[config.mk]
export PLATFORM = sky130hd
export DESIGN_NAME = digit_store
export DESIGN_NICKNAME = d
export VERILOG_FILES = /design/src/rtl/digit_store_pkg.sv /design/src/rtl/digit_store_shift_reg.sv /design/src/rtl/digit_store.sv
export SDC_FILE = /design/constraint.sdc
export NUM_CORES = 1
export LEC_CHECK = 0
export ABC_AREA = 1
export BUFFER_PORTS_ARGS = -buffer_cell sky130_fd_sc_hd__buf_2
export CAP_MARGIN = 20
export CORE_AREA = 2 2 39 41
export DETAILED_ROUTE_END_ITERATION = 10
export DIE_AREA = 0 0 41 43
export PLACE_DENSITY_LB_ADDON = 0.15
export SLEW_MARGIN = 15
export SYNTH_ARGS = -nofsm -noshare
export SYNTH_HDL_FRONTEND = slang
export SYNTH_SLANG_ARGS = --single-unit
[constraint.sdc]
create_clock -name clk -period 0.8 [get_ports clk]
set_input_delay 0 -clock clk [delete_from_list [all_inputs] [get_ports clk]]
set_output_delay 0 -clock clk [all_outputs]
set_load 0.01 [all_outputs]
[src/rtl/digit_store_pkg.sv]
// Shared definitions for the snake-board digit cell: digit width, shift
// direction encoding and the fixed-priority direction picker.
package digit_store_pkg;

  localparam int DIGIT_W = 3;

  typedef enum logic [2:0] {
    DIR_NONE  = 3'd0,
    DIR_UP    = 3'd1,
    DIR_DOWN  = 3'd2,
    DIR_LEFT  = 3'd3,
    DIR_RIGHT = 3'd4
  } dir_e;

  // Fixed priority up > down > left > right; losers in the same cycle are ignored.
  function automatic dir_e pick_dir(input logic up, input logic down,
                                    input logic left, input logic right);
    if (up)         return DIR_UP;
    else if (down)  return DIR_DOWN;
    else if (left)  return DIR_LEFT;
    else if (right) return DIR_RIGHT;
    else            return DIR_NONE;
  endfunction

endpackage

[src/rtl/digit_store_shift_reg.sv]
// WIDTH-bit digit register: synchronous clear, parallel load, and
// shift-left with zero fill (MSB leaves first). Exposes msb and a nonzero flag.
module digit_shift_reg
  import digit_store_pkg::*;
#(
  parameter int WIDTH = DIGIT_W
) (
  input  logic             clk,
  input  logic             clear,
  input  logic             load,
  input  logic             shift,
  input  logic [WIDTH-1:0] load_value,
  output logic             msb,
  output logic             nonzero
);

  logic [WIDTH-1:0] digit;

  // NOTE: sequential state uses non-blocking assignments so every register
  // samples the pre-edge values, independent of process ordering.
  always_ff @(posedge clk) begin
    if (clear)      digit <= '0;
    else if (load)  digit <= load_value;
    else if (shift) digit <= {digit[WIDTH-2:0], 1'b0};
  end

  assign msb     = digit[WIDTH-1];
  assign nonzero = |digit;

endmodule

[src/rtl/digit_store.sv]
// One snake-board cell: stores a digit, loads it from user_input and streams
// it MSB-first toward the single highest-priority requesting neighbour.
module digit_store
  import digit_store_pkg::*;
#(
  parameter int WIDTH = DIGIT_W
) (
  input  logic             clk,
  input  logic             reset,
  input  logic             set,
  input  logic             up_shift,
  input  logic             down_shift,
  input  logic             left_shift,
  input  logic             right_shift,
  input  logic [WIDTH-1:0] user_input,
  output logic             out_up,
  output logic             out_down,
  output logic             out_left,
  output logic             out_right,
  output logic             data_out
);

  dir_e dir;
  logic msb;
  logic shift_req;

  assign dir       = pick_dir(up_shift, down_shift, left_shift, right_shift);
  assign shift_req = (dir != DIR_NONE);

  // Reset and load precedence over shifting lives inside the register.
  digit_shift_reg #(.WIDTH(WIDTH)) u_reg (
    .clk       (clk),
    .clear     (reset),
    .load      (set),
    .shift     (shift_req),
    .load_value(user_input),
    .msb       (msb),
    .nonzero   (data_out)
  );

  // NOTE: every output gets a default before the case so no latch is inferred
  // on paths where no direction is selected.
  always_comb begin
    out_up    = 1'b0;
    out_down  = 1'b0;
    out_left  = 1'b0;
    out_right = 1'b0;
    if (!reset && !set) begin
      unique case (dir)
        DIR_UP:    out_up    = msb;
        DIR_DOWN:  out_down  = msb;
        DIR_LEFT:  out_left  = msb;
        DIR_RIGHT: out_right = msb;
        default:   ;
      endcase
    end
  end

endmodule

==> impl_results.md <==
- RSZ-0062 raised after global routing: yes
- Max FO, Critical Path: 4
- Clock Skews: 0.00858 ns
- WS Path Type: register to output port
- YS warnings: 0
- Vias per std cell: 3.92
- Top-Level Pins: 15
- Root Buffer: clkbuf_4
- Worst-path cell chain: nand2_4 -> nor3_2 -> buf_2
- # setup viols final: 5
- Biggest register: u_reg.digit
- Overflow after GRT: 0
- Largest regs: u_reg.digit: 3 flops
- Cell Area, Synth: 211 um^2
- Hold Fails Final Rpt: 0
- Die W: 41 um
- Hold Path Depth: 3
- Startpoint types: register
- DR iter-0 viols: 2
- Share of layout cells above drive strength 1: 52.7%
- Worst R2R Setup Slack: 0.06 ns
- Share of the clock period used by the worst path: 111%
- Post-route ant nets: 0
- GRT Util Overall: 8.22%
- Sink Count: 3
- Area Growth Syn to Fin: 71.0%
- Netlist cell types: 13
- Slowest stage delay, CP: 0.36 ns
- Placer's final routability congestion estimate: 0.695
- DP HPWL: 435 um
- TritonCTS clock tree: yes
- PD cells: 1470 nW/um^2
- Num CTS Buffers: 3
- Slowest cell on crit path: dfxtp_4
- Max Slew Vio Count: 0
- # diodes: 0
- Max-cap viol count: 0
- Post-route DRC: 0
- Port-buffer cells: 14
- Hold path start: user_input[0]
- Worst path depth: 3
- Synthesized Nets: 46
- Status: finished, violations left
- Number of global-route vias before repair: 226
- Clk pin slew, worst setup/hold paths: 0.04 ns
- Slew margin rel.: 88.1%
- Post-Route WL: 575 um
- Worst Path Required: 0.80 ns
- Slew @ Worst Pin: 0.178 ns
- Largest net degree at the start of global routing: 8
- Worst Reg-to-Reg Cells: 4
- Setup ws final: -0.0902 ns
- Final instance area: 362 um^2
- Pre-antenna DRT Iters: 4
- Final core occ: 26.1%
- FMAX: 1.12 GHz
- Hold Path Class: input port to register
- Syn Area/Cell: 5.87 um^2
- Core Region: 1380 um^2
- Hold_ws: 0.0337 ns
- Pleak: 0.186 nW
- Seq/Total Area, Yosys: 28.4%
- Crit path DAT: 0.89 ns
- Initial antenna violation count: 0
- First-pass GRT wire length: 897 um
- Violated checks: setup timing
- Tmin final: 0.890 ns
- Clk_lat worst skew: 0.23 ns
- Wire per inst: 8.10 um
- CP endpoint kind: output port
- Max reg flops: 3
- Fillers: 174
- FF+latch count, synth: 3
- Total setup buffers inserted after CTS: 0
- Top delay family on crit path: flip-flops
- Max H-tree Level: 1
- Die height: 43 um
- Crit path from: u_reg.digit[2]
- R2r startpoint: u_reg.digit[1]
- Die area: 1760 um^2
- Deepest clock path buffer count: 2
- Num rows: 14
- Initial Utilization: 15.3%
- Max VDD drop: 0.656 mV
- Placed Area: 302 um^2
- Final nets: 66
- Via Count: 278
- Syn Inst Count: 36
- Worst Path Buf+Inv: 1
## timing repair
action / CTS / global route
endpoints found under the setup margin: 5 / 6
hold buffers: 1 / 0
resized for setup: 4 / 6
pin swaps: 2 / 3
endpoints found under the hold margin: 3 / 0
## per-stage QoR
| step | std cells | TNS, ns | worst slack [ns] | power (mW) |
|---|---|---|---|---|
| floorplan | 36 | 0 | 0.0862 | 0.206 |
| global placement | 66 | 0 | 0.0468 | 0.254 |
| detailed placement | 66 | 0 | 0.0338 | 0.252 |
| CTS | 71 | -0.391 | -0.0950 | 0.536 |
| global route | 71 | -0.689 | -0.181 | 0.584 |
| finish | 71 | -0.364 | -0.0902 | 0.532 |
## cell type report
class                      count  area [um^2]  area share (%)
tap                           16         20.0            5.54
clock buffer                   4         26.3            7.27
inverter                       5         18.8            5.19
sequential                     3         65.1            18.0
timing repair buffer          15         80.1            22.1
multi-input combinational     28          151            41.9
## power breakdown
group          internal, mW  leakage, nW  total, mW  switching (mW)
clock                 0.187       0.0150      0.270          0.0824
sequential            0.157       0.0257      0.165         0.00746
combinational        0.0433        0.145     0.0973          0.0540
## metal layers
metal / up-vias / global-route usage, % / part of all wire (%)
li1: 152 / - / -
met1: 116 / 7.99 / 42
met2: 10 / 12.2 / 49
met3: 0 / 4.71 / 9.0
met4: 0 / 6.00 / 0
met5: - / 0 / 0
## worst register-to-register path, cell delays in order, from the launching register on
cell and delay [ns]:
dfxtp_2 0.32, inv_2 0.03, o21ai_1 0.11, nand2_1 0.08, a21oi_2 0.13
## cells in the mapped netlist
library cell | instances | area [um^2]
a21oi_1 | 3 | 15.0
dfxtp_1 | 3 | 60.1
inv_1 | 3 | 11.3
inv_2 | 2 | 7.51
nand2_1 | 12 | 45.0
nand3_1 | 2 | 10.0
nand3_2 | 1 | 10.0
nand4_1 | 1 | 6.26
nor2_1 | 5 | 18.8
nor2_2 | 1 | 6.26
nor2_4 | 1 | 11.3
nor3_1 | 1 | 5.00
o21ai_0 | 1 | 5.00
## placed cells by master, fill, tap and decap left out, drive strengths merged
| cell type | synthesis | routed |
|---|---|---|
| nor2 | 7 | 7 |
| nand2 | 12 | 12 |
| nor3 | 1 | 1 |
| a21oi | 3 | 3 |
| nand3 | 3 | 3 |
| dfxtp | 3 | 3 |
| inv | 5 | 5 |
| clkbuf | 0 | 4 |
| dlygate4sd3 | 0 | 1 |
| buf | 0 | 14 |
| o21ai | 1 | 1 |
| nand4 | 1 | 1 |
## path summary, 6_finish.rpt
path	to
max	out_down
min	u_reg.digit[0]
max reg2reg	u_reg.digit[2]
min reg2reg	u_reg.digit[1]
## kinds of logic (layout without fill, tap and decap cells)
logic type | count (synthesis) | count (layout) | synth area share [%]
flops | 3 | 3 | 28.4
buf+inv | 5 | 24 | 8.88
simple gates | 24 | 24 | 53.3
compound gates | 4 | 4 | 9.46
Note: power is estimated with default switching activity, not from simulation.
